===== src/rtl/ref_mem_pkg.sv =====
// Shared constants, FSM state type and the row/segment -> bank/address mapping
// used by the reference-window memory sequencer.
package ref_mem_pkg;

    localparam int PIXEL     = 8;
    localparam int BANKS     = 32;
    localparam int RD_GROUPS = 4;
    localparam int ADDR_W    = 7;
    localparam int SEG_BITS  = PIXEL * BANKS;
    localparam int BANK_W    = $clog2(BANKS);
    localparam int CNT_W     = 4;

    typedef enum logic [2:0] {
        IDLE,
        LOAD,
        SCAN,
        DRAIN,
        DONE
    } state_e;

    typedef struct packed {
        logic [BANK_W-1:0] bank;
        logic [ADDR_W-1:0] addr;
    } wr_slot_t;

    // Row r lands in bank r mod 32; each 32-row band owns WIN_SEGS consecutive addresses.
    function automatic wr_slot_t map_row(input logic [15:0] row,
                                         input logic [15:0] seg,
                                         input int unsigned win_segs);
        wr_slot_t slot;
        slot.bank = row[BANK_W-1:0];
        slot.addr = ADDR_W'((32'(row) >> BANK_W) * win_segs + 32'(seg));
        return slot;
    endfunction

endpackage


===== src/rtl/ref_rd_credit.sv =====
// Outstanding 8-row read tracker: gates issue at MAX_OUTSTANDING and flags
// returns that arrive with nothing outstanding.
module ref_rd_credit
    import ref_mem_pkg::*;
#(
    parameter int MAX_OUTSTANDING = 4
) (
    input  logic clk,
    input  logic rst,
    input  logic clear,
    input  logic issue,
    input  logic ret,
    output logic can_issue,
    output logic empty,
    output logic err
);

    logic [CNT_W-1:0] cnt_q, cnt_d;
    logic             err_q, err_d;

    always_comb begin
        // NOTE: every variable gets a default first so no path leaves it unassigned (no latch).
        cnt_d = cnt_q;
        err_d = err_q;
        if (clear) begin
            cnt_d = '0;
            err_d = 1'b0;
        end else begin
            if (ret && cnt_q == '0) begin
                err_d = 1'b1;
            end
            if (issue && !ret) begin
                cnt_d = cnt_q + 1'b1;
            end else if (ret && !issue && cnt_q != '0) begin
                cnt_d = cnt_q - 1'b1;
            end
        end
    end

    // NOTE: sequential state uses non-blocking assignments so all flops update together.
    always_ff @(posedge clk or posedge rst) begin
        if (rst) begin
            cnt_q <= '0;
            err_q <= 1'b0;
        end else begin
            cnt_q <= cnt_d;
            err_q <= err_d;
        end
    end

    assign can_issue = cnt_q < CNT_W'(MAX_OUTSTANDING);
    assign empty     = cnt_q == '0;
    assign err       = err_q;

endmodule


===== src/rtl/ref_mem_ctrl.sv =====
// Ref_mem sequencer: streams a search window into the 32 banks, then issues
// 8-row reads under flow control and credit limits, drains, and pulses done.
module ref_mem_ctrl
    import ref_mem_pkg::*;
#(
    parameter int WIN_ROWS        = 64,
    parameter int WIN_SEGS        = 2,
    parameter int MAX_OUTSTANDING = 4
) (
    input  logic                  clk,
    input  logic                  rst,
    input  logic                  start,
    output logic                  busy,
    output logic                  done,
    output logic                  err,
    input  logic [SEG_BITS-1:0]   ref_in,
    input  logic                  ref_in_valid,
    output logic                  ref_in_ready,
    output logic [SEG_BITS-1:0]   ref_input,
    output logic [BANKS-1:0]      Bank_sel,
    output logic [BANKS*ADDR_W-1:0] write_address_all,
    output logic [ADDR_W-1:0]     rd_address,
    output logic                  rd8R_en,
    output logic [3:0]            rdR_sel,
    input  logic                  Oda8R_va,
    input  logic                  da1R_va,
    input  logic                  me_ready
);

    localparam int A_CNT = (WIN_ROWS / 32) * WIN_SEGS;
    localparam int ROW_W = $clog2(WIN_ROWS);
    localparam int SEG_W = (WIN_SEGS > 1) ? $clog2(WIN_SEGS) : 1;
    localparam int GRP_W = $clog2(RD_GROUPS);

    state_e                  state_q, state_d;
    logic [ROW_W-1:0]        row_q, row_d;
    logic [SEG_W-1:0]        seg_q, seg_d;
    logic [ADDR_W-1:0]       rd_a_q, rd_a_d;
    logic [GRP_W-1:0]        rd_g_q, rd_g_d;
    logic                    busy_q, busy_d;
    logic                    done_q, done_d;
    logic                    ready_q, ready_d;
    logic [SEG_BITS-1:0]     ref_input_q, ref_input_d;
    logic [BANKS-1:0]        bank_sel_q, bank_sel_d;
    logic [BANKS*ADDR_W-1:0] waddr_q, waddr_d;
    logic [ADDR_W-1:0]       rd_address_q, rd_address_d;
    logic                    rd8r_en_q, rd8r_en_d;
    logic [3:0]              rdr_sel_q, rdr_sel_d;

    logic     accept;
    logic     issue;
    logic     start_ok;
    logic     last_beat;
    logic     last_seg;
    logic     last_read;
    logic     last_grp;
    logic     can_issue;
    logic     credit_empty;
    wr_slot_t slot;

    // 1-row valid belongs to the PE-side consumer; this block has no use for it.
    logic unused_da1r;
    assign unused_da1r = da1R_va;

    ref_rd_credit #(
        .MAX_OUTSTANDING(MAX_OUTSTANDING)
    ) u_credit (
        .clk      (clk),
        .rst      (rst),
        .clear    (start_ok),
        .issue    (issue),
        .ret      (Oda8R_va),
        .can_issue(can_issue),
        .empty    (credit_empty),
        .err      (err)
    );

    always_comb begin
        accept    = ref_in_valid && ready_q;
        issue     = (state_q == SCAN) && me_ready && can_issue;
        start_ok  = start && (state_q == IDLE);
        last_seg  = seg_q == SEG_W'(WIN_SEGS - 1);
        last_beat = last_seg && (row_q == ROW_W'(WIN_ROWS - 1));
        last_grp  = rd_g_q == GRP_W'(RD_GROUPS - 1);
        last_read = last_grp && (rd_a_q == ADDR_W'(A_CNT - 1));
        slot      = map_row(16'(row_q), 16'(seg_q), WIN_SEGS);

        state_d      = state_q;
        row_d        = row_q;
        seg_d        = seg_q;
        rd_a_d       = rd_a_q;
        rd_g_d       = rd_g_q;
        bank_sel_d   = '0;
        waddr_d      = waddr_q;
        ref_input_d  = ref_input_q;
        rd8r_en_d    = 1'b0;
        rd_address_d = rd_address_q;
        rdr_sel_d    = rdr_sel_q;

        case (state_q)
            IDLE: begin
                if (start) begin
                    state_d = LOAD;
                    row_d   = '0;
                    seg_d   = '0;
                    rd_a_d  = '0;
                    rd_g_d  = '0;
                end
            end
            LOAD: begin
                if (accept) begin
                    bank_sel_d  = {{(BANKS-1){1'b0}}, 1'b1} << slot.bank;
                    waddr_d     = {BANKS{slot.addr}};
                    ref_input_d = ref_in;
                    if (last_beat) begin
                        state_d = SCAN;
                    end else if (last_seg) begin
                        seg_d = '0;
                        row_d = row_q + 1'b1;
                    end else begin
                        seg_d = seg_q + 1'b1;
                    end
                end
            end
            SCAN: begin
                if (issue) begin
                    rd8r_en_d    = 1'b1;
                    rd_address_d = rd_a_q;
                    rdr_sel_d    = 4'(rd_g_q);
                    if (last_read) begin
                        state_d = DRAIN;
                    end else if (last_grp) begin
                        rd_g_d = '0;
                        rd_a_d = rd_a_q + 1'b1;
                    end else begin
                        rd_g_d = rd_g_q + 1'b1;
                    end
                end
            end
            DRAIN: begin
                if (credit_empty) begin
                    state_d = DONE;
                end
            end
            DONE:    state_d = IDLE;
            default: state_d = IDLE;
        endcase

        // Status outputs are registered from the next state so they line up with it.
        busy_d  = state_d != IDLE;
        done_d  = state_d == DONE;
        ready_d = state_d == LOAD;
    end

    always_ff @(posedge clk or posedge rst) begin
        if (rst) begin
            state_q      <= IDLE;
            row_q        <= '0;
            seg_q        <= '0;
            rd_a_q       <= '0;
            rd_g_q       <= '0;
            busy_q       <= 1'b0;
            done_q       <= 1'b0;
            ready_q      <= 1'b0;
            ref_input_q  <= '0;
            bank_sel_q   <= '0;
            waddr_q      <= '0;
            rd_address_q <= '0;
            rd8r_en_q    <= 1'b0;
            rdr_sel_q    <= '0;
        end else begin
            state_q      <= state_d;
            row_q        <= row_d;
            seg_q        <= seg_d;
            rd_a_q       <= rd_a_d;
            rd_g_q       <= rd_g_d;
            busy_q       <= busy_d;
            done_q       <= done_d;
            ready_q      <= ready_d;
            ref_input_q  <= ref_input_d;
            bank_sel_q   <= bank_sel_d;
            waddr_q      <= waddr_d;
            rd_address_q <= rd_address_d;
            rd8r_en_q    <= rd8r_en_d;
            rdr_sel_q    <= rdr_sel_d;
        end
    end

    assign busy              = busy_q;
    assign done              = done_q;
    assign ref_in_ready      = ready_q;
    assign ref_input         = ref_input_q;
    assign Bank_sel          = bank_sel_q;
    assign write_address_all = waddr_q;
    assign rd_address        = rd_address_q;
    assign rd8R_en           = rd8r_en_q;
    assign rdR_sel           = rdr_sel_q;

endmodule


===== config.mk =====
export PLATFORM = sky130hd
export DESIGN_NAME = ref_mem_ctrl
export DESIGN_NICKNAME = d
export VERILOG_FILES = /design/src/rtl/ref_mem_pkg.sv /design/src/rtl/ref_rd_credit.sv /design/src/rtl/ref_mem_ctrl.sv
export SDC_FILE = /design/constraint.sdc
export NUM_CORES = 1
export LEC_CHECK = 0
export ABC_AREA = 1
export CORE_AREA = 2 2 309 311
export DETAILED_ROUTE_END_ITERATION = 10
export DIE_AREA = 0 0 311 313
export MAX_ROUTING_LAYER = met4
export SYNTH_ARGS = -nofsm -noshare
export SYNTH_HDL_FRONTEND = slang
export SYNTH_SLANG_ARGS = --single-unit

===== constraint.sdc =====
create_clock -name clk -period 20.6 [get_ports clk]
set_clock_uncertainty 0.1 [all_clocks]
set_input_delay 4.12 -clock clk [delete_from_list [all_inputs] [get_ports clk]]
set_output_delay 4.12 -clock clk [all_outputs]
set_load 0.03 [all_outputs]

==> results.md, run 1 <==
- Max-Cap Viols: 0
- CTS Buf Count: 39
- Async SR Flop Fraction: 100%
- PwrDens: 172 nW/µm²
- XOR/XNOR Fraction of Synth Area: 0.299%
- Main combinational cell family by area after synthesis: multiplexers
- Yosys reg bits: 327
- First-pass DRT Iterations: 4
- Sw Ratio: 41.7%
- Initial antenna violation count: 3
- 1st-iter DRT viols: 361
- DIE HEIGHT: 313 µm
- Seq/Total Area, Yosys: 55.8%
- Gate power share: 54.0%
- Leak pwr: 9.51 nW
- Critical path fanouts, max: 76
- Root Buffer Master: clkbuf_16
- Initial core utilization: 15.6%
- Setup_tns: 0 ns
- Routed vias/inst: 3.26
- DIE AREA: 97300 µm²
- Row count: 113
- Place WS: 12.66 ns
- Simple-gate share of the synthesized area: 5.60%
- Status: finished, final reports clean
- CP startpoint kind: input port
- Post-route ant nets: 0
- Post-synth top area cell: dfrtp_1
- CTS tree: built
- Clk network pwr share: 17.7%
- Nets: 1971
- Worst min-delay path class: flip-flop to flip-flop
- Vias after detailed routing: 9773
- Max-slew headroom: 30.9%
- Largest net degree at the start of global routing: 99
- Final Hold Vio Count: 0
- Fin crit share: 35.8%
- EDFF count, synth: 0
- Max Root-Sink Buffers: 3
- Non-Filler Instances: 2994
- DRC: 0
- Worst Tran Pin Value: 1.04 ns
- Setup CP Type: input port to flip-flop
- Cells after Synth: 1120
- Worst Path Required: 20.95 ns
- Die width: 311 µm
- Placed insts: 2921
- Vias in the first global route: 9983
- Min Tclk post-route: 7.37 ns
- P_int: 2.25 mW
- Clk Latency, worst-skew pair: 0.57 ns
- Ports: 791
- Tot Pwr: 3.87 mW
- IR drop worst, VDD: 0.0776 mV
- Detail Placement HPWL: 31700 µm
- Top_reg_cell synth: dfrtp_1
- CP endpoint kind: flip-flop
- Routed len/inst: 14.1 µm
- Post-synthesis cell type count: 35
- Syn_area_per_cell: 13.1 µm²
- Sequential share of power: 28.4%
- Largest cells by area after synthesis: dfrtp_1 (56%), mux2_2 (15%), buf_4 (12%), mux2_4 (6.9%), nand2_1 (2.5%)
- Clock sinks: 327
- Total gr overflow: 0
- Adder-Cell Fraction of Synth Area: 0.990%
- Sw Pwr: 1.61 mW
- Synth top area share: 55.8%
- Share of layout cells above drive strength 1: 19.6%
- Clock-pin slew on the worst setup and hold paths: 0.06 ns
- RSZ-0062 raised after global routing: false
- Final setup fails: 0
- Final wirelength: 42300 µm
- Area fraction in compound gates after synthesis: 0.921%
- Commonest non-fill, non-tap cell in the layout: clkdlybuf4s50_1
- Hold Buf Count CTS: 0
- CTS H-tree lvls: 2
- Max Fclk: 0.136 GHz
- Final slew viol count: 0
- Critical Path AT: 7.71 ns
- Mux cell area share after synthesis: 21.4%
- Most frequent cells in the layout: clkdlybuf4s50_1 (627), dfrtp_1 (326), mux2_2 (190)
- Final Util: 23.8%
- Post-CTS resize count: 0
- Area grow syn2layout: 53.0%
- Synthesis warning total: 0
- Gr usage total: 8.60%
- Post-Syn Area: 14700 µm²
- # port buffers: 627
- Slack of the critical path: 13.23 ns
- Core Footprint: 94200 µm²
- Global-route wire length before repair: 62700 µm
- Post-CTS setup buffers: 0
- Routability Congestion: 0.791
[layer usage]
layer	vias to the layer above	part of all wire (%)	global-route usage, %
li1	4466	-	-
met1	4730	41	10.2
met2	506	47	13.2
met3	71	9.4	2.99
met4	0	3.3	3.61
met5	-	0	-
[critical path, stage by stage]
cell and delay [ns]:
clkdlybuf4s50_1 0.47, nand2_1 0.12, nor2_4 0.13, buf_4 0.57, buf_4 0.80, buf_4 0.93, mux2_2 0.43
[per-stage QoR]
step           cell area, µm²  hold WS [ns]
6_report                22400         0.381
5_1_grt                 22400         0.413
4_1_cts                 22400         0.382
3_5_place_dp            21200         0.367
3_3_place_gp            21200         0.371
2_1_floorplan           15300         0.364
[logic make-up (layout without fill, tap and decap cells)]
family                   after synthesis  count (layout)
other                                  1             165
flip-flops                           327             327
AND/OR/NAND/NOR                      193             193
buffers and inverters                302             747
multiplexers                         257             257
AO/OA/AOI/OAI                         24              24
adder cells (fa/ha/maj)               11              11
XOR/XNOR                               5               5
[flip-flops by register name (all words and copies together) (netlist names), 2 cells and up]
register,count
Bank_sel,32
rdR_sel,2
rd_a_q,7
rd_address,7
rd_g_q,2
ref_input,256
row_q,6
state_q,3
u_credit.cnt_q,4
write_address_all,2
[layout make-up]
class / instances / area [µm²]
Fill cell: 10100 / 71700
Sequential cell: 327 / 8180
Timing Repair Buffer: 636 / 6340
Multi-Input combinational cell: 652 / 4900
Tap cell: 1265 / 1580
Clock buffer: 60 / 1160
Inverter: 41 / 161
Clock inverter: 10 / 93.8
Antenna cell: 3 / 7.51
[power by group through the flow]
| stage | registers (mW) | clock network (mW) | logic (mW) |
|---|---|---|---|
| after global placement | 1.10 | 0 | 2.10 |
| after detailed placement | 1.11 | 0 | 2.10 |
| after floorplan | 1.61 | 0 | 0.859 |
| final | 1.10 | 0.684 | 2.09 |
| after CTS | 1.10 | 0.718 | 2.11 |
| after global routing | 1.14 | 0.737 | 2.18 |
[synth_stat cells (2+ instances only)]
library cell and instances:
xor2_1 4, buf_2 7, buf_12 7, inv_1 40, buf_6 2, nand3b_1 2, nand2_4 2, nand3_1 26
mux2_2 190, ha_1 10, buf_4 242, o21ai_1 6, clkbuf_1 2, nor2_1 49, dfrtp_1 327, nor2_2 2
nor3b_1 2, nand4_1 2, mux2_4 67, nor3_1 9, o21ai_0 11, o21a_1 2, a21oi_1 2, nand2_1 96
[worst paths after layout]
path                                           start                                 end  slack, ns  depth (start not counted)
setup / recovery                        ref_in_valid           ref_input[71]$_DFFE_PP0P_      13.23                          7
hold / removal             rd_address[3]$_DFFE_PP0P_           rd_address[3]$_DFFE_PP0P_       0.38                          2
setup reg to reg                state_q[1]$_DFF_PP0_           ref_input[71]$_DFFE_PP0P_      16.64                          7
hold reg to reg            rd_address[3]$_DFFE_PP0P_           rd_address[3]$_DFFE_PP0P_       0.38                          2
max in group asynchronous                        rst  write_address_all[217]$_DFFE_PP0P_      14.27                          4
min in group asynchronous                        rst           ref_input[59]$_DFFE_PP0P_       3.97                          2
Power figures use the tool's default switching activity.
==> run 2, diff against run 1 <==
CORE_AREA = 2 2 311 313   (was 2 2 309 311)
DIE_AREA = 0 0 313 315   (was 0 0 311 313)
clock period = 7.3 ns   (was 20.6 ns; I/O delays follow)
==> run 2 against run 1 <==
Compared with the run above:
- routed wire length up 1.4%
- largest power group unchanged
- sequential cell count is the same
- cell count increased by 0.43%
- count of clock-buffer cells in the layout decreased by 3
- highest routed layer unchanged
- total power increased to 2.9 times the previous value
- non-clock buffer count is 1 higher
- core utilization fell by 0.17 points
- die area increased by 1.3%
==> results.md, run 2 (synthesis gave the netlist of run 1 again) <==
- Hold Buf Count CTS: 0
- Tot Pwr: 11.1 mW
- Setup CP Type: flip-flop to output pin
- Min Tclk post-route: 3.96 ns
- DIE HEIGHT: 315 µm
- Area grow syn2layout: 54.4%
- CTS H-tree lvls: 2
- Final wirelength: 42900 µm
- Core Footprint: 95700 µm²
- Max-Cap Viols: 0
- Setup_tns: 0 ns
- Final Hold Vio Count: 0
- # port buffers: 627
- CP endpoint kind: output pin
- Clk network pwr share: 19.1%
- Largest net degree at the start of global routing: 133
- CTS Buf Count: 41
- Sw Ratio: 41.2%
- Commonest non-fill, non-tap cell in the layout: clkdlybuf4s50_1
- Crit-path max cell delay: 0.96 ns
- Max reg flops: 256
- Max-slew headroom: 30.4%
- Sequential share of power: 27.9%
- CTS tree: built
- Worst min-delay path class: flip-flop to flip-flop
- CP startpoint kind: flip-flop
- Clock sinks: 327
- Initial antenna violation count: 6
- Place WS: 3.02 ns
- Clk Latency, worst-skew pair: 0.57 ns
- Sw Pwr: 4.58 mW
- FILL cells: 10200
- Post-CTS setup buffers: 0
- Fin crit share: 54.3%
- 1st-iter DRT viols: 381
- Slowest cell on the critical path: dfrtp_2
- Flop2flop setup slack: 4.36 ns
- Ports: 791
- DIE AREA: 98600 µm²
- Status: finished, final reports clean
- Leak pwr: 9.59 nW
- Critical Path, Cell by Cell: clkdlybuf4s50_1
- Vias after detailed routing: 9793
- Worst r2r src: state_q[1]$_DFF_PP0_
- Max Root-Sink Buffers: 3
- Global-route wire length before repair: 61300 µm
- Detail Placement HPWL: 31700 µm
- Initial core utilization: 15.3%
- Max Fclk: 0.252 GHz
- Share of layout cells above drive strength 1: 19.8%
- WHS Endpoint: rdR_sel[0]$_DFFE_PP0P_
- IR drop worst, VDD: 0.240 mV
- Worst Tran Pin Value: 1.04 ns
- DRC: 0
- First-pass DRT Iterations: 5
- Worst Path Required: 5.74 ns
- Gr usage total: 8.36%
- Most frequent cells in the layout: clkdlybuf4s50_1 (627), dfrtp_1 (326), mux2_2 (190)
- Gate power share: 53.0%
- HP Start: rdR_sel[0]$_DFFE_PP0P_
- Die width: 313 µm
- Slack of the critical path: 3.34 ns
- Clock-pin slew on the worst setup and hold paths: 0.05 ns
- Vias in the first global route: 9761
- Row count: 114
- RSZ-0062 raised after global routing: false
- Routability Congestion: 0.764
- Routed len/inst: 14.3 µm
- PwrDens: 491 nW/µm²
- Routed vias/inst: 3.26
- P_int: 6.54 mW
- Total gr overflow: 0
- Final slew viol count: 0
- Reg2Reg Depth: 5
- Hold path cells: 2
- Post-route ant nets: 0
- Root Buffer Master: clkbuf_16
- Critical path fanouts, max: 33
- Critical R2R Capture: ref_input[69]$_DFFE_PP0P_
- Critical Path AT: 2.40 ns
- Post-CTS resize count: 0
- WP buf/inv: 1
- Cell family with most CP delay: flip-flops
- Nets: 1974
- Final setup fails: 0
==> run 2: cell types whose count changed in the layout (fill, tap and decap cells not counted), sizes merged <==
| cell | delta |
|---|---|
| inv | -3 |
| clkbuf | -3 |
| clkinv | +1 |
| clkinvlp | +2 |
| bufinv | +4 |
| buf | +1 |
==> run 2: power groups by stage <==
stage	registers, mW	logic (mW)	clock network (mW)
global placement	3.11	5.93	0
floorplan	4.55	2.43	0
CTS	3.13	5.95	2.22
global route	3.22	6.16	2.29
detailed placement	3.14	5.93	0
finish	3.10	5.89	2.12
==> run 2: through the flow <==
stage / util, % / hold WS, ns / instance area [µm²] / instances
final: 23.7 / 0.378 / 22700 / 3007
after global routing: 23.7 / 0.398 / 22600 / 3006
after CTS: 23.7 / 0.384 / 22600 / 3004
after detailed placement: 22.2 / 0.375 / 21200 / 2933
after global placement: 22.2 / 0.370 / 21200 / 2933
after floorplan: - / 0.364 / 15300 / 1281
==> run 2: area by class of cell <==
type | instances | area [µm²] | share of cell area (%)
diodes | 3 | 7.51 | 0.0331
multi-input cells | 652 | 4900 | 21.6
well taps | 1276 | 1600 | 7.05
clock inverters | 14 | 213 | 0.939
clock buffers | 57 | 1190 | 5.24
inverters | 41 | 158 | 0.696
repair buffers | 637 | 6400 | 28.3
flip-flops and latches | 327 | 8180 | 36.1
==> run 2: tightest hold or removal path: cells and delay by family, from the launching register on <==
kind / cells / cell delay (ns)
flip-flops: 1 / 0.34
AND/OR/NAND/NOR: 2 / 0.11
==> run 2: metal layers <==
| layer | track usage, % | routed length, µm | vias up |
|---|---|---|---|
| met5 | - | 0 | - |
| met1 | 10.0 | 18000 | 4755 |
| met3 | 3.07 | 3820 | 53 |
| met4 | 2.53 | 910 | 0 |
| li1 | - | - | 4467 |
| met2 | 13.0 | 20200 | 518 |
==> run 2: worst max path at each step <==
stage / start / end / slack (ns) / cells after the start
after floorplan: rst / Bank_sel[0]$_DFF_PP0_ / 1.38 / 1
after global placement: ref_in_valid / ref_input[116]$_DFFE_PP0P_ / 3.05 / 5
after detailed placement: ref_in_valid / ref_input[69]$_DFFE_PP0P_ / 3.02 / 5
after CTS: write_address_all[217]$_DFFE_PP0P_ / write_address_all[7] / 3.16 / 1
after global routing: write_address_all[217]$_DFFE_PP0P_ / write_address_all[0] / 3.17 / 1
final: write_address_all[217]$_DFFE_PP0P_ / write_address_all[0] / 3.34 / 1
